[config.mk]
export PLATFORM = sky130hd
export DESIGN_NAME = booth_mult
export DESIGN_NICKNAME = d
export VERILOG_FILES = /design/src/rtl/booth_pkg.sv /design/src/rtl/booth_step.sv /design/src/rtl/booth_mult.sv
export SDC_FILE = /design/constraint.sdc
export NUM_CORES = 1
export LEC_CHECK = 0
export CAP_MARGIN = 15
export CORE_ASPECT_RATIO = 1.25
export CORE_MARGIN = 2
export CORE_UTILIZATION = 65
export CTS_CLUSTER_SIZE = 30
export DETAILED_ROUTE_END_ITERATION = 7
export DONT_BUFFER_PORTS = 1
export PLACE_DENSITY = 0.8
export SKIP_LAST_GASP = 1
export SYNTH_ARGS = -nofsm -noshare
export SYNTH_HDL_FRONTEND = slang
export SYNTH_SLANG_ARGS = --single-unit
[constraint.sdc]
create_clock -name clk -period 5.65 [get_ports clk]
set_input_delay 0.2825 -clock clk [delete_from_list [all_inputs] [get_ports clk]]
set_output_delay 0.2825 -clock clk [all_outputs]
set_load 0.03 [all_outputs]
[src/rtl/booth_pkg.sv]
// Shared command codes, Booth recoding types and recoding helpers for booth_mult.
package booth_pkg;

    localparam logic [2:0] CMD_NOP    = 3'b000;
    localparam logic [2:0] CMD_INIT   = 3'b001;
    localparam logic [2:0] CMD_LOAD_Q = 3'b010;
    localparam logic [2:0] CMD_LOAD_M = 3'b011;
    localparam logic [2:0] CMD_RUN    = 3'b100;
    localparam logic [2:0] CMD_RD_HI  = 3'b101;
    localparam logic [2:0] CMD_RD_LO  = 3'b110;

    typedef enum logic [2:0] {
        SEL_ZERO,
        SEL_ADD_M,
        SEL_SUB_M,
        SEL_ADD_2M,
        SEL_SUB_2M
    } booth_sel_e;

    typedef enum logic {
        ST_IDLE,
        ST_RUN
    } state_e;

    // Radix-2 recoding of {Q[0], Qm1}.
    function automatic booth_sel_e booth_recode2(input logic [1:0] bits);
        case (bits)
            2'b01:   return SEL_ADD_M;
            2'b10:   return SEL_SUB_M;
            default: return SEL_ZERO;
        endcase
    endfunction

    // Radix-4 (modified Booth) recoding of {Q[1], Q[0], Qm1}.
    function automatic booth_sel_e booth_recode4(input logic [2:0] bits);
        case (bits)
            3'b001, 3'b010: return SEL_ADD_M;
            3'b011:         return SEL_ADD_2M;
            3'b100:         return SEL_SUB_2M;
            3'b101, 3'b110: return SEL_SUB_M;
            default:        return SEL_ZERO;
        endcase
    endfunction

endpackage

[src/rtl/booth_step.sv]
// One Booth iteration: recode, add/subtract, arithmetic shift of {A,Q,Qm1}.
// BOOTH_RADIX4_EN selects the two-bits-per-step modified Booth variant.
module booth_step
    import booth_pkg::*;
#(
    parameter int WIDTH = 8
) (
    input  logic [WIDTH-1:0] a,
    input  logic [WIDTH-1:0] q,
    input  logic             qm1,
    input  logic [WIDTH-1:0] m,
    output logic [WIDTH-1:0] a_next,
    output logic [WIDTH-1:0] q_next,
    output logic             qm1_next
);

`ifdef BOOTH_RADIX4_EN
    localparam int AW = WIDTH + 2;

    booth_sel_e    sel;
    logic [AW-1:0] a_ext;
    logic [AW-1:0] m_ext;
    logic [AW-1:0] m2_ext;
    logic [AW-1:0] sum;

    // NOTE: every output of a combinational block is given a value before any branch, so no latch is inferred.
    always_comb begin
        sel    = booth_recode4({q[1:0], qm1});
        a_ext  = {{2{a[WIDTH-1]}}, a};
        m_ext  = {{2{m[WIDTH-1]}}, m};
        m2_ext = {m_ext[AW-2:0], 1'b0};
        sum    = a_ext;
        case (sel)
            SEL_ADD_M:  sum = a_ext + m_ext;
            SEL_SUB_M:  sum = a_ext - m_ext;
            SEL_ADD_2M: sum = a_ext + m2_ext;
            SEL_SUB_2M: sum = a_ext - m2_ext;
            default:    sum = a_ext;
        endcase
        // Two guard bits hold the true sign of A +/- 2M, so the shift is exact.
        a_next   = sum[AW-1:2];
        q_next   = {sum[1:0], q[WIDTH-1:2]};
        qm1_next = q[1];
    end
`else
    localparam int AW = WIDTH + 1;

    booth_sel_e    sel;
    logic [AW-1:0] a_ext;
    logic [AW-1:0] m_ext;
    logic [AW-1:0] sum;

    // NOTE: every output of a combinational block is given a value before any branch, so no latch is inferred.
    always_comb begin
        sel   = booth_recode2({q[0], qm1});
        a_ext = {a[WIDTH-1], a};
        m_ext = {m[WIDTH-1], m};
        sum   = a_ext;
        case (sel)
            SEL_ADD_M: sum = a_ext + m_ext;
            SEL_SUB_M: sum = a_ext - m_ext;
            default:   sum = a_ext;
        endcase
        // The extra bit keeps the real sign when A - M overflows (M = -2^(WIDTH-1)).
        a_next   = sum[AW-1:1];
        q_next   = {sum[0], q[WIDTH-1:1]};
        qm1_next = q[0];
    end
`endif

endmodule

[src/rtl/booth_mult.sv]
// Sequential signed Booth multiplier with command bus; radix-2 by default,
// radix-4 when BOOTH_RADIX4_EN is defined.
module booth_mult
    import booth_pkg::*;
#(
    parameter int WIDTH = 8
) (
    input  logic             clk,
    input  logic             rst_n,
    input  logic [2:0]       enable,
    input  logic [WIDTH-1:0] inbus,
    output logic [WIDTH-1:0] outbus,
    output logic             busy
);

    localparam int CW = $clog2(WIDTH + 1);

`ifdef BOOTH_RADIX4_EN
    localparam logic [CW-1:0] ITERS = CW'(WIDTH / 2);
    if (WIDTH % 2 != 0) begin : g_odd_width
        $error("booth_mult: radix-4 mode needs an even WIDTH");
    end
`else
    localparam logic [CW-1:0] ITERS = CW'(WIDTH);
`endif

    if (WIDTH < 2) begin : g_small_width
        $error("booth_mult: WIDTH must be at least 2");
    end

    state_e           state, state_nxt;
    logic [WIDTH-1:0] m_r, m_nxt;
    logic [WIDTH-1:0] a_r, a_nxt;
    logic [WIDTH-1:0] q_r, q_nxt;
    logic             qm1_r, qm1_nxt;
    logic [CW-1:0]    cnt_r, cnt_nxt;

    logic [WIDTH-1:0] step_a, step_q;
    logic             step_qm1;

    booth_step #(.WIDTH(WIDTH)) u_step (
        .a        (a_r),
        .q        (q_r),
        .qm1      (qm1_r),
        .m        (m_r),
        .a_next   (step_a),
        .q_next   (step_q),
        .qm1_next (step_qm1)
    );

    // NOTE: sequential state uses non-blocking assignments so all registers update together at the edge.
    always_ff @(posedge clk or negedge rst_n) begin
        if (!rst_n) begin
            state <= ST_IDLE;
            m_r   <= '0;
            a_r   <= '0;
            q_r   <= '0;
            qm1_r <= 1'b0;
            cnt_r <= '0;
        end else begin
            state <= state_nxt;
            m_r   <= m_nxt;
            a_r   <= a_nxt;
            q_r   <= q_nxt;
            qm1_r <= qm1_nxt;
            cnt_r <= cnt_nxt;
        end
    end

    always_comb begin
        state_nxt = state;
        m_nxt     = m_r;
        a_nxt     = a_r;
        q_nxt     = q_r;
        qm1_nxt   = qm1_r;
        cnt_nxt   = cnt_r;
        if (state == ST_RUN) begin
            // Only init is honoured mid-run; it doubles as the abort.
            if (enable == CMD_INIT) begin
                state_nxt = ST_IDLE;
                m_nxt     = '0;
                a_nxt     = '0;
                q_nxt     = '0;
                qm1_nxt   = 1'b0;
                cnt_nxt   = '0;
            end else begin
                a_nxt   = step_a;
                q_nxt   = step_q;
                qm1_nxt = step_qm1;
                cnt_nxt = cnt_r - CW'(1);
                if (cnt_r == CW'(1)) begin
                    state_nxt = ST_IDLE;
                end
            end
        end else begin
            case (enable)
                CMD_INIT: begin
                    m_nxt   = '0;
                    a_nxt   = '0;
                    q_nxt   = '0;
                    qm1_nxt = 1'b0;
                    cnt_nxt = '0;
                end
                CMD_LOAD_M: m_nxt = inbus;
                CMD_LOAD_Q: begin
                    q_nxt   = inbus;
                    a_nxt   = '0;
                    qm1_nxt = 1'b0;
                end
                CMD_RUN: begin
                    cnt_nxt   = ITERS;
                    state_nxt = ST_RUN;
                end
                default: ;
            endcase
        end
    end

    assign busy = (state == ST_RUN);

    always_comb begin
        case (enable)
            CMD_RD_HI: outbus = a_r;
            CMD_RD_LO: outbus = q_r;
            default:   outbus = '0;
        endcase
    end

endmodule

# Yosys cells after proc, flatten, opt, wreduce, memory -nomap -nowiden
# Cells that the tools add are included.
[word_totals] register_bits=30 inputBits=13 out_inout_bits=9 word_cells=52
[classes] add_sub_neg=3 n_eq_ne=13 mux=22 reduce_logical=7
[op_table] op="$mux 8" n=7
[op_table] op="$pmux 8 s2" n=3
[op_table] op="$pmux 9 s2" n=1
[op_table] op="$add 8x8->9" n=1
[op_table] op="$eq 3x3->1 const B" n=3
[op_table] op="$sub 8x8->9" n=1
[op_table] op="$mux 4" n=2
[op_table] op="$pmux 4 s2" n=1
[op_table] op="$mux 1" n=7
[op_table] op="$eq 3x2->1 const B" n=2
[op_table] op="$reduce_bool 3->1" n=2
[op_table] op="$eq 2x1->1 const B" n=2
[op_table] op="$eq 2x2->1 const B" n=2
[op_table] op="$eq 4x1->1 const B" n=1
[op_table] op="$ne 4x1->1 const B" n=1
[op_table] op="$pmux 2 s2" n=1
[op_table] op="$reduce_and 2->1" n=2
[op_table] op="$reduce_bool 2->1" n=2
[op_table] op="$sub 4x1->4 const B" n=1
[op_table] op="$eq 3x1->1 const B" n=1
[op_table] op="$ne 2x1->1 const B" n=1
[op_table] op="$reduce_or 2->1" n=1

# Longest topological paths before layout
# Gate-level depths: netlist (run 1).
[depth] word_depth=6 depth_mapped=12 depth_no_buf=12

# By module
# Synthesis (run 1) repeated with hierarchy kept, for this count alone.
[unflattened] cells_unflattened=267 hier_area_um2=2333.5
[by_module_without_submodules] module="booth_mult" n_inst=1 cells_per_inst=164 area_each_um2=1600.3 seq_area_each_um2=750.7
[by_module_without_submodules] module="booth_step" n_inst=1 cells_per_inst=103 area_each_um2=733.2 seq_area_each_um2=0.0

# Worst setup path after synthesis (run 1)
# No wires, ideal clock.
[synth_path] path_kind="reg2reg" startpoint="register qm1_r" endpoint="register a_r[7]" setup_ns=0.069 t_arrival_ns=2.661 required_ns=5.581 path_slack_ns=2.920 path_stages_with_launch=12 path_buffers=1 synth_period_minus_slack_ns=2.730 cell_sequence="dfrtp_1 -> inv_1 -> ha_1 -> clkbuf_1 -> mux2_2 -> fa_1 -> nand2b_1 -> a21oi_1 -> o22ai_2 -> xnor2_1 -> or4b_1 -> nand3_1"
[synth_between] elab_chain_cells=6 word_cells_on_any_way=10 cone_classes="5 x eq/ne; 4 x mux; 1 x reduce/logical"
[synth_lines] item="from (decl)" line_no="booth_mult.sv:35" rtl="logic qm1_r, qm1_nxt;"
[synth_lines] item="from (signal assigned)" line_no="booth_mult.sv:65" rtl="qm1_r <= qm1_nxt;"
[synth_lines] item="$eq 2x2->1 / $eq 2x1->1 (equally long branches)" line_no="booth_pkg.sv:27" rtl="case (bits)"
[synth_lines] item="$pmux 2 s2 *" line_no="booth_pkg.sv:27"
[synth_lines] item="$eq 2x2->1 / $eq 2x1->1 (equally long branches)" line_no="booth_step.sv:59" rtl="case (sel)"
[synth_lines] item="$pmux 9 s2" line_no="booth_step.sv:59"
[synth_lines] item="$mux 8" line_no="booth_mult.sv:79" rtl="if (enable == CMD_INIT) begin"
[synth_lines] item="$mux 8" line_no="booth_mult.sv:77" rtl="if (state == ST_RUN) begin"
[synth_lines] item="to (signal assigned)" line_no="booth_mult.sv:63" rtl="a_r <= a_nxt;"
[synth_lines] item="to (decl)" line_no="booth_mult.sv:33" rtl="logic [WIDTH-1:0] a_r, a_nxt;"
# Mark *: on every way between the ends. The rest lies on a longest branch, timed or not.
# A chain may end at the register's enable or synchronous reset.

# Worst setup path after layout (run 1)
# Ends and elaborated chain as after synthesis.

==> out/metrics.yaml, run 1 <==
status:
  status: "complete, no violations"
floorplanning:
  die_x_um: 55.78
  die_h_um: 68.73
  num_io_pins: 22
  start_util_pct: 68.19
  fp-row-count: 23
  die-area_um2: 3833
  core_um2: 3194
clock_network:
  cts_root_buffer: "clkbuf_8"
  cts-resized-gates: 0
  cts.clk_slew.worst_paths_ns: 0.07
  ctsHoldBuffers: 2
  cts_buffers: 5
  cts.htree.levels: 2
  insertion_delay_ns: 0.29
  cts_tree: "built"
  cts.sinks: 30
  postCtsSetupRepairBufs: 0
  clockBufferDepth: 2
timing:
  slew_headroom_pct: 48.20
  setup_tns_ns: 0
  fin_skew_ns: 0.008011
  tightestPinTransition_ns: 0.7710
  clock.fmax_mhz: 352.1
  setup_ws_ns: 2.810
  rsz0062_at_grt: "no"
  post-route-period-util_pct: 50.27
  slew_viol_final: 0
  finalSetupViolations: 0
  finalHoldViolations: 0
  min_period_ns: 2.840
global_routing:
  grt_usage_pct: 27.92
  grt_max_degree: 31
  grt_pass1_vias: 1698
  grt_pass1_wl_um: 8169
  antenna_found_initial: 0
  grt-ovfl-total: 0
final_layout:
  drive_gt1_share_pct: 5.200
  antenna_cells: 0
  final_common_cell: "dfrtp_1"
  syn_to_final_growth_pct: 4.595
  mostFrequentLayoutCells: "dfrtp_1, nand2_1, o21ai_0, nor2_1, a22o_1"
  fin_nets: 275
critical_path:
  crit_path_end_kind: "flip-flop"
  cp_max_fo: 9
  crit_type: "flip-flop to flip-flop"
  cp.required_ns: 5.88
  critPathLaunchType: "flip-flop"
  cp.arrival_ns: 3.07
yosys:
  ys_seq_area_share_pct: 34.46
  synth_edf_count: 0
  synthDistinctLibCells: 38
  syn_area_um2: 2178
  synthArstFlopShare_pct: 100.0
  synth_nets: 283
  netlist_instances: 257
  syn_area_per_cell_um2: 8.476
  ys_ff_latch: 30
  synth_ff_type: "dfrtp_1"
  ys.warnings.count: 0
placement:
  pre_cts_slack_ns: 2.860
  portBuffers: 0
  gp_congestion: 0.8408
  dp_hpwl_um: 3624
power_and_ir_drop:
  power.density_nw_per_um2: 737.5
  total_leakage_power_nw: 0.9990
  peakVddDrop_uv: 537.8
drt:
  wl_per_cell_um: 17.89
  drc_errors: 0
  drtAntennaViolNets: 0
  via_count: 1920
  firstDrtPassIters: 8
  wirelength_um: 5133
  vias_per_cell: 6.690
  drt-initial-drc-count: 180
run:
  max_cap_violations: 0
worst_hold_path:
  min_path_type: "input pin to flip-flop"
==> kinds of logic after synthesis <==
group           Yosys count  synth area share (%)
simple gates             76                 16.31
mux                       1                0.5169
flops                    30                 34.46
xor+xnor                 14                 5.629
compound gates           88                 28.89
buf+inv                  35                 6.376
fa+ha+maj                13                 7.811
==> Yosys cell counts, types with 2 or more instances <==
| cell | number | area [um2] |
|---|---|---|
| a21oi_1 | 12 | 60.06 |
| nand2_1 | 29 | 108.9 |
| nor2b_1 | 13 | 81.33 |
| nor3_1 | 5 | 25.02 |
| a22oi_1 | 8 | 60.06 |
| o21ai_0 | 22 | 110.1 |
| nor2_1 | 18 | 67.56 |
| nand2b_1 | 5 | 31.28 |
| inv_1 | 17 | 63.81 |
| clkbuf_1 | 10 | 37.54 |
| ha_1 | 12 | 150.1 |
| buf_1 | 2 | 7.510 |
| a22o_1 | 18 | 157.7 |
| xnor2_1 | 10 | 87.58 |
| o21a_1 | 5 | 37.54 |
| dfrtp_1 | 30 | 750.7 |
| buf_2 | 6 | 30.03 |
| xor2_1 | 4 | 35.03 |
| a211oi_1 | 3 | 22.52 |
| a32oi_1 | 2 | 17.52 |
| o211ai_1 | 3 | 22.52 |
| a222oi_1 | 7 | 70.07 |
==> stage by stage <==
step	utilization [%]	total power [mW]	hold slack, ns	instance area, um2	std cells
global placement	67.53	1.453	-0.01229	2157	277
detailed placement	67.53	1.472	-0.01234	2157	277
floorplan	-	1.277	-0.01309	2178	257
global route	71.33	1.831	0.09930	2278	287
CTS	71.33	1.669	0.09777	2278	287
finish	71.33	1.680	0.1104	2278	287
==> sequential cells by signal (all words and copies together) (netlist names) <==
name	cells
a_r	8
busy	1
cnt_r	4
m_r	8
q_r	8
qm1_r	1
==> where the power goes <==
group / internal [mW] / switching (mW) / leakage, nW
sequential: 0.318 / 0.143 / 0.373
clock: 0.0981 / 0.0801 / 0.0482
combinational: 0.478 / 0.562 / 0.577
==> path summary, 6_finish.rpt <==
kind | startpoint | endpoint | slack (ns) | depth (start not counted)
setup reg to reg | qm1_r | a_r[7] | 2.81 | 10
setup / recovery | qm1_r | a_r[7] | 2.81 | 10
max in group asynchronous | rst_n | a_r[0] | 5.04 | 2
hold / removal | enable[0] | busy | 0.11 | 1
min in group asynchronous | rst_n | a_r[7] | 0.43 | 2
hold reg to reg | qm1_r | qm1_r | 0.52 | 1
==> layout make-up <==
| cell class | instances | area, um2 |
|---|---|---|
| fill | 253 | 915.9 |
| clock buffer | 7 | 86.33 |
| timing repair buffer | 3 | 37.54 |
| tap | 37 | 46.29 |
| sequential | 30 | 750.7 |
| inverter | 17 | 63.81 |
| multi-input combinational | 192 | 1289 |
| clock inverter | 1 | 5.005 |
==> per-layer routing <==
| layer | up-vias | GRT usage (%) | share of wire (%) |
|---|---|---|---|
| li1 | 910 | - | - |
| met3 | 9 | 7.090 | 7.0 |
| met4 | 0 | 8.841 | 1.4 |
| met1 | 925 | 33.65 | 41 |
| met2 | 76 | 49.55 | 51 |
| met5 | - | 0 | 0 |
==> worst max-delay path, cell delays in order, from the launching register on <==
cell and delay (ns):
dfrtp_1 0.38, inv_1 0.06, ha_1 0.31, mux2_2 0.41, fa_1 0.43, nand2b_1 0.19, a21oi_1 0.22, o22ai_2 0.10
xnor2_1 0.16, or4b_1 0.47, nand3_1 0.08
No activity file was read; power rests on OpenSTA's default activity.
==> run 2: changes to the inputs <==
--- a/config.mk
+++ b/config.mk
@@ -8,11 +8,11 @@
 export CAP_MARGIN = 15
 export CORE_ASPECT_RATIO = 1.25
 export CORE_MARGIN = 2
-export CORE_UTILIZATION = 65
+export CORE_UTILIZATION = 63
 export CTS_CLUSTER_SIZE = 30
 export DETAILED_ROUTE_END_ITERATION = 7
 export DONT_BUFFER_PORTS = 1
-export PLACE_DENSITY = 0.8
+export PLACE_DENSITY = 0.78
 export SKIP_LAST_GASP = 1
 export SYNTH_ARGS = -nofsm -noshare
 export SYNTH_HDL_FRONTEND = slang
==> constraint.sdc (replaced) <==
create_clock -name clk -period 2.91 [get_ports clk]
set_input_delay 0.1455 -clock clk [delete_from_list [all_inputs] [get_ports clk]]
set_output_delay 0.1455 -clock clk [all_outputs]
set_load 0.03 [all_outputs]
==> run 2 against run 1 <==
  * Total power is 95% higher
  * Worst hold slack worse by 0.10 ns
  * Fmax grew 3.9%
  * Via count is essentially flat
  * First-iteration DRC count shrank 28%
  * Wire length is 2.1% higher
  * Non-clock buffer count up 5
  * Critical path type unchanged
  * Global-route usage increased by 0.51 points
  * Core utilization is 0.32 points higher
  * Clock-buffer cell count stayed put
  * Die area increased by 3.0%
  * Critical path depth unchanged
==> out/metrics.yaml, run 2 (synthesized netlist as in run 1, its figures left out) <==
status:
  status: "complete, no violations"
critical_path:
  cpMaxStageDelayCell: "or4b_1"
  cp_max_fo: 5  # -4
  r2r_start: "m_r[0]"
  cpLargestDelayFamily: "simple AND/OR/NAND/NOR gates"
  r2r_setup_slack_ns: 0.18  # -2.63 ns
  slowest_delay_ns: 0.46  # about the same
  crit_type: "flip-flop to flip-flop"
  critPathLaunchType: "flip-flop"
  r2r-end: "a_r[7]"
  cp.arrival_ns: 2.96  # -0.11 ns
  path_cells: "inv_1 > ha_1 > mux2_2 > fa_1 > nand2b_1 > a21oi_2 > o22ai_2 > xnor2_1 > or4b_1 > nand3_1"
  cp_num_buf_inv: 1  # unchanged
  crit_path_end_kind: "flip-flop"
  rr_worst_depth: 10  # unchanged
  cp.required_ns: 3.14  # -2.74 ns
clock_network:
  cts_buffers: 5  # unchanged
  cts.htree.levels: 2  # unchanged
  cts.sinks: 30  # unchanged
  clockBufferDepth: 2  # unchanged
  cts_root_buffer: "clkbuf_8"
  cts.clk_slew.worst_paths_ns: 0.07  # about the same
  insertion_delay_ns: 0.29  # about the same
  postCtsSetupRepairBufs: 0  # unchanged
  cts_tree: "built"
timing:
  post-route-period-util_pct: 93.90  # +44 points
  finalSetupViolations: 0  # unchanged
  fin_skew_ns: 0.005539  # -0.002472 ns
  setup_tns_ns: 0  # unchanged
  clock.fmax_mhz: 366.0  # +3.9%
  slew_headroom_pct: 46.86  # -1.3 points
  finalHoldViolations: 0  # unchanged
  min_period_ns: 2.732  # -0.1076 ns
  tightestPinTransition_ns: 0.7955  # +0.02440 ns
  slew_viol_final: 0  # unchanged
  rsz0062_at_grt: "no"
final_layout:
  final_common_cell: "dfrtp_1"
  mostFrequentLayoutCells: "dfrtp_1, nand2_1, o21ai_0, nor2_1, a22o_1"
  reg_top3: "a_r x8, m_r x8, q_r x8"
  antenna_cells: 0  # unchanged
  syn_to_final_growth_pct: 6.950
  fin_cells: 292  # +1.7%
  fin_nets: 280  # +1.8%
  drive_gt1_share_pct: 7.059  # +1.9 points
  post-route-util_pct: 71.64  # +0.32 points
  final_cell_area_um2: 2330  # +2.3%
placement:
  place_inst: 280  # +1.1%
  gp_congestion: 0.8548  # +1.7%
  dp_hpwl_um: 3603  # -0.58%
  portBuffers: 0  # unchanged
  placed_area_um2: 2180  # +1.0%
power_and_ir_drop:
  power.density_nw_per_um2: 1407  # +91%
  total_power_mw: 3.279  # +95%
  peakVddDrop_uv: 892.0  # +66%
  total_leakage_power_nw: 1.024  # +2.5%
drt:
  drtAntennaViolNets: 0  # unchanged
  wl_per_cell_um: 17.94  # +0.32%
  vias_per_cell: 6.579  # -1.7%
  drt-initial-drc-count: 130  # -28%
  wirelength_um: 5239  # +2.1%
  via_count: 1921  # +0.052%
  drc_errors: 0  # unchanged
  firstDrtPassIters: 5  # -3
floorplanning:
  die_x_um: 56.60  # +1.5%
  start_util_pct: 66.99  # -1.2 points
  num_io_pins: 22  # unchanged
  fp-row-count: 23  # unchanged
  die_h_um: 69.75  # +1.5%
  core_um2: 3252  # +1.8%
  die-area_um2: 3947  # +3.0%
global_routing:
  grt_pass1_wl_um: 8797  # +7.7%
  antenna_found_initial: 0  # unchanged
  grt_pass1_vias: 1828  # +7.7%
  grt_max_degree: 31  # unchanged
  grt_usage_pct: 28.43  # +0.51 points
  grt-ovfl-total: 0  # unchanged
worst_hold_path:
  min_from: "enable[1]"
  hold_path_depth: 2  # +1
  min_path_type: "input pin to flip-flop"
  hold_end: "q_r[5]"
run:
  max_cap_violations: 0  # unchanged
run 2: changes by cell type in the layout (fill, tap and decap cells not counted):
| cell | delta |
|---|---|
| buf_4 | +3 |
| dlygate4sd3_1 | +2 |
| a21oi_1 | -1 |
| a21oi_2 | +1 |
| nor3b_1 | -1 |
| nor3b_2 | +1 |
run 2: per-layer routing:
metal / vias up / global-route usage (%) / routed length [um]
li1: 916 / - / -
met1: 931 / 36.52 / 2243
met2: 66 / 47.16 / 2627
met3: 8 / 6.716 / 290
met4: 0 / 8.201 / 78
met5: - / 0 / 0
run 2: cell type report:
| type | count | area (um2) |
|---|---|---|
| Clock buffer | 7 | 86.33 |
| Clock inverter | 1 | 5.005 |
| Fill cell | 257 | 922.1 |
| Inverter | 17 | 63.81 |
| Multi-Input combinational cell | 192 | 1297 |
| Sequential cell | 30 | 750.7 |
| Tap cell | 37 | 46.29 |
| Timing Repair Buffer | 8 | 80.08 |
run 2: how the worst max path moves through the flow:
stage                      start  endpoint  slack, ns  cells past startpoint
after floorplan            qm1_r    a_r[7]       0.18                     11
after global routing      m_r[1]    a_r[7]       0.04                     10
final                     m_r[0]    a_r[7]       0.18                     10
after detailed placement  m_r[1]    a_r[7]       0.12                     12
after global placement    m_r[1]    a_r[7]       0.16                     12
after CTS                 m_r[1]    a_r[7]       0.11                     12
run 2: through the flow:
| step | setup slack, ns | hold WS (ns) |
|---|---|---|
| after floorplan | 0.1803 | -0.1501 |
| after global placement | 0.1629 | -0.1492 |
| after detailed placement | 0.1198 | -0.1494 |
| after CTS | 0.1143 | 0.00008554 |
| after global routing | 0.04312 | 0.001432 |
| final | 0.1776 | 0.007524 |
run 2: timing repair:
action	in CTS	in global routing
setup endpoints to repair	0	1
resized for setup	0	2
hold endpoints to repair	42	0
hold buffers	4	0
run 2: power by group:
group	switching (mW)	internal (mW)	total (mW)
logic	1.09	0.956	2.04
registers	0.262	0.617	0.879
clock network	0.166	0.191	0.356
total	1.51	1.76	3.28
==> run 3: changes to the inputs <==
--- a/config.mk
+++ b/config.mk
@@ -12,6 +12,7 @@
 export CTS_CLUSTER_SIZE = 30
 export DETAILED_ROUTE_END_ITERATION = 7
 export DONT_BUFFER_PORTS = 1
+export GPL_ROUTABILITY_DRIVEN = 1
 export PLACE_DENSITY = 0.78
 export SKIP_LAST_GASP = 1
 export SYNTH_ARGS = -nofsm -noshare
==> constraint.sdc (replaced) <==
create_clock -name clk -period 2.91 [get_ports clk]
set_input_delay 0.1455 -clock clk [delete_from_list [all_inputs] [get_ports clk]]
set_output_delay 0.1455 -clock clk [all_outputs]
set_load 0.005 [all_outputs]
==> run 3 against run 2 <==
  * Combinational power shrank 4%
  * Non-clock buffer count is 1 lower
  * Core utilization up 0.35 points
  * Highest routed layer unchanged
  * Worst hold slack better by 0.0018 ns
  * Total power is 0.73% lower
  * Final area increased by 0.48%
==> out/metrics.yaml, run 3 (synthesized netlist as in run 1, its figures left out) <==
clock_network:
  cts_buffers: 5  # unchanged
  cts.htree.levels: 2  # unchanged
  insertion_delay_ns: 0.28  # about the same
  clockBufferDepth: 2  # unchanged
  cts_tree: "built"
  cts.sinks: 30  # unchanged
  cts.clk_slew.worst_paths_ns: 0.07  # about the same
  postCtsSetupRepairBufs: 0  # unchanged
  cts_root_buffer: "clkbuf_8"
global_routing:
  antenna_found_initial: 0  # unchanged
  grt_pass1_vias: 1785  # -2.4%
  grt_max_degree: 31  # unchanged
  grt_pass1_wl_um: 8590  # -2.4%
  grt-ovfl-total: 0  # unchanged
  grt_usage_pct: 27.41  # -1.0 points
power_and_ir_drop:
  p_clk_share_pct: 12.3  # +1.4 points
  peakVddDrop_uv: 899.9  # +0.88%
  p_sw_share_pct: 44.64  # -1.6 points
  power_frac_comb_pct: 60.3  # -2.0 points
  internal_power_mw: 1.802  # +2.1%
  power_frac_seq_pct: 27.5  # +0.7 points
  power.density_nw_per_um2: 1390  # -1.2%
  total_leakage_power_nw: 1.029  # +0.45%
  switchingPower_mw: 1.453  # -4.1%
drt:
  drc_errors: 0  # unchanged
  wl_per_cell_um: 17.34  # -3.4%
  via_count: 1869  # -2.7%
  wirelength_um: 5045  # -3.7%
  drt-initial-drc-count: 141  # +8.5%
  drtAntennaViolNets: 0  # unchanged
  vias_per_cell: 6.423  # -2.4%
  firstDrtPassIters: 5  # unchanged
timing:
  setup_tns_ns: 0  # unchanged
  tightestPinTransition_ns: 0.7937  # -0.001740 ns
  min_period_ns: 2.698  # -0.03392 ns
  slew_headroom_pct: 46.98  # +0.12 points
  post-route-period-util_pct: 92.73  # -1.2 points
  rsz0062_at_grt: "no"
  fin_skew_ns: 0.003694  # -0.001845 ns
  finalSetupViolations: 0  # unchanged
  clock.fmax_mhz: 370.6  # +1.3%
  setup_ws_ns: 0.2115  # +0.03392 ns
  slew_viol_final: 0  # unchanged
  holdWs_ns: 0.009363  # +0.001839 ns
  finalHoldViolations: 0  # unchanged
critical_path:
  cp.required_ns: 3.13  # about the same
  cp_max_fo: 5  # unchanged
  r2r_setup_slack_ns: 0.21  # +0.03 ns
  crit_path_end_kind: "flip-flop"
  cp.arrival_ns: 2.92  # -0.04 ns
  critPathLaunchType: "flip-flop"
  crit_type: "flip-flop to flip-flop"
floorplanning:
  fp-row-count: 23  # unchanged
  die_h_um: 69.75  # unchanged
  die-area_um2: 3947  # unchanged
  core_um2: 3252  # unchanged
  start_util_pct: 66.99  # unchanged
  die_x_um: 56.60  # unchanged
  num_io_pins: 22  # unchanged
final_layout:
  fillCellCount: 265  # +3.1%
  reg_top3: "a_r x8, m_r x8, q_r x8"
  syn_to_final_growth_pct: 7.467
  antenna_cells: 0  # unchanged
  final_common_cell: "dfrtp_1"
  seq_area_um2: 750.7  # unchanged
  multiInputGateArea_um2: 1297  # unchanged
  final_cell_area_um2: 2341  # +0.48%
  fin_nets: 279  # -0.36%
  drive_gt1_share_pct: 7.087  # +0.028 points
  post-route-util_pct: 71.99  # +0.35 points
  mostFrequentLayoutCells: "dfrtp_1, nand2_1, o21ai_0, nor2_1, a22o_1"
placement:
  placed_area_um2: 2172  # -0.34%
  pre_cts_slack_ns: 0.1001  # -0.01971 ns
  gp_congestion: 0.8526  # -0.26%
  dp_hpwl_um: 3567  # -1.0%
  portBuffers: 0  # unchanged
run:
  max_cap_violations: 0  # unchanged
status:
  status: "complete, no violations"
worst_hold_path:
  min_path_type: "input pin to flip-flop"
-- run 3: final cells by class --
class	instances	share of cell area (%)
clock buffer	8	4.703
inverter	17	2.726
multi-input combinational	192	55.42
sequential	30	32.07
tap	37	1.978
timing repair buffer	7	3.100
-- run 3: path summary, 6_finish.rpt --
| path | startpoint | to | cells past startpoint |
|---|---|---|---|
| worst max-delay path | m_r[0] | a_r[7] | 10 |
| worst min-delay path | enable[1] | q_r[5] | 2 |
| worst max register to register | m_r[0] | a_r[7] | 10 |
| worst min register to register | qm1_r | qm1_r | 1 |
| max in group asynchronous | rst_n | cnt_r[3] | 2 |
| min in group asynchronous | rst_n | a_r[7] | 2 |
-- run 3: worst max-delay path, cell delays in order (launching register included) --
cell      delay [ns]
dfrtp_1         0.42
inv_1           0.08
ha_1            0.29
mux2_2          0.29
fa_1            0.42
nand2b_1        0.19
a21oi_2         0.18
o22ai_2         0.09
xnor2_1         0.14
or4b_1          0.46
nand3_1         0.08
-- run 3: metal layers --
metal	up-vias	routed length, um	GRT usage [%]
met3	5	268	5.224
li1	912	-	-
met4	0	36	6.085
met1	900	2158	36.36
met5	-	0	0
met2	52	2581	45.99
-- run 3: what timing repair did --
action                     CTS  global route
hold endpoints to repair    42             0
hold buffers                 4             0
setup endpoints to repair    0             1
resized for setup            0             2
-- run 3: power groups by stage --
stage	Sequential [mW]	Combinational, mW	Clock (mW)
after floorplan	0.791	1.65	0
after global placement	0.886	1.88	0
after detailed placement	0.894	1.92	0
after CTS	0.887	1.95	0.404
after global routing	0.925	2.22	0.419
final	0.894	1.96	0.400
-- run 3: metrics by stage --
stage,power [mW],std cells
after floorplan,2.442,257
after global placement,2.767,279
after detailed placement,2.810,279
after CTS,3.238,291
after global routing,3.566,291
final,3.255,291
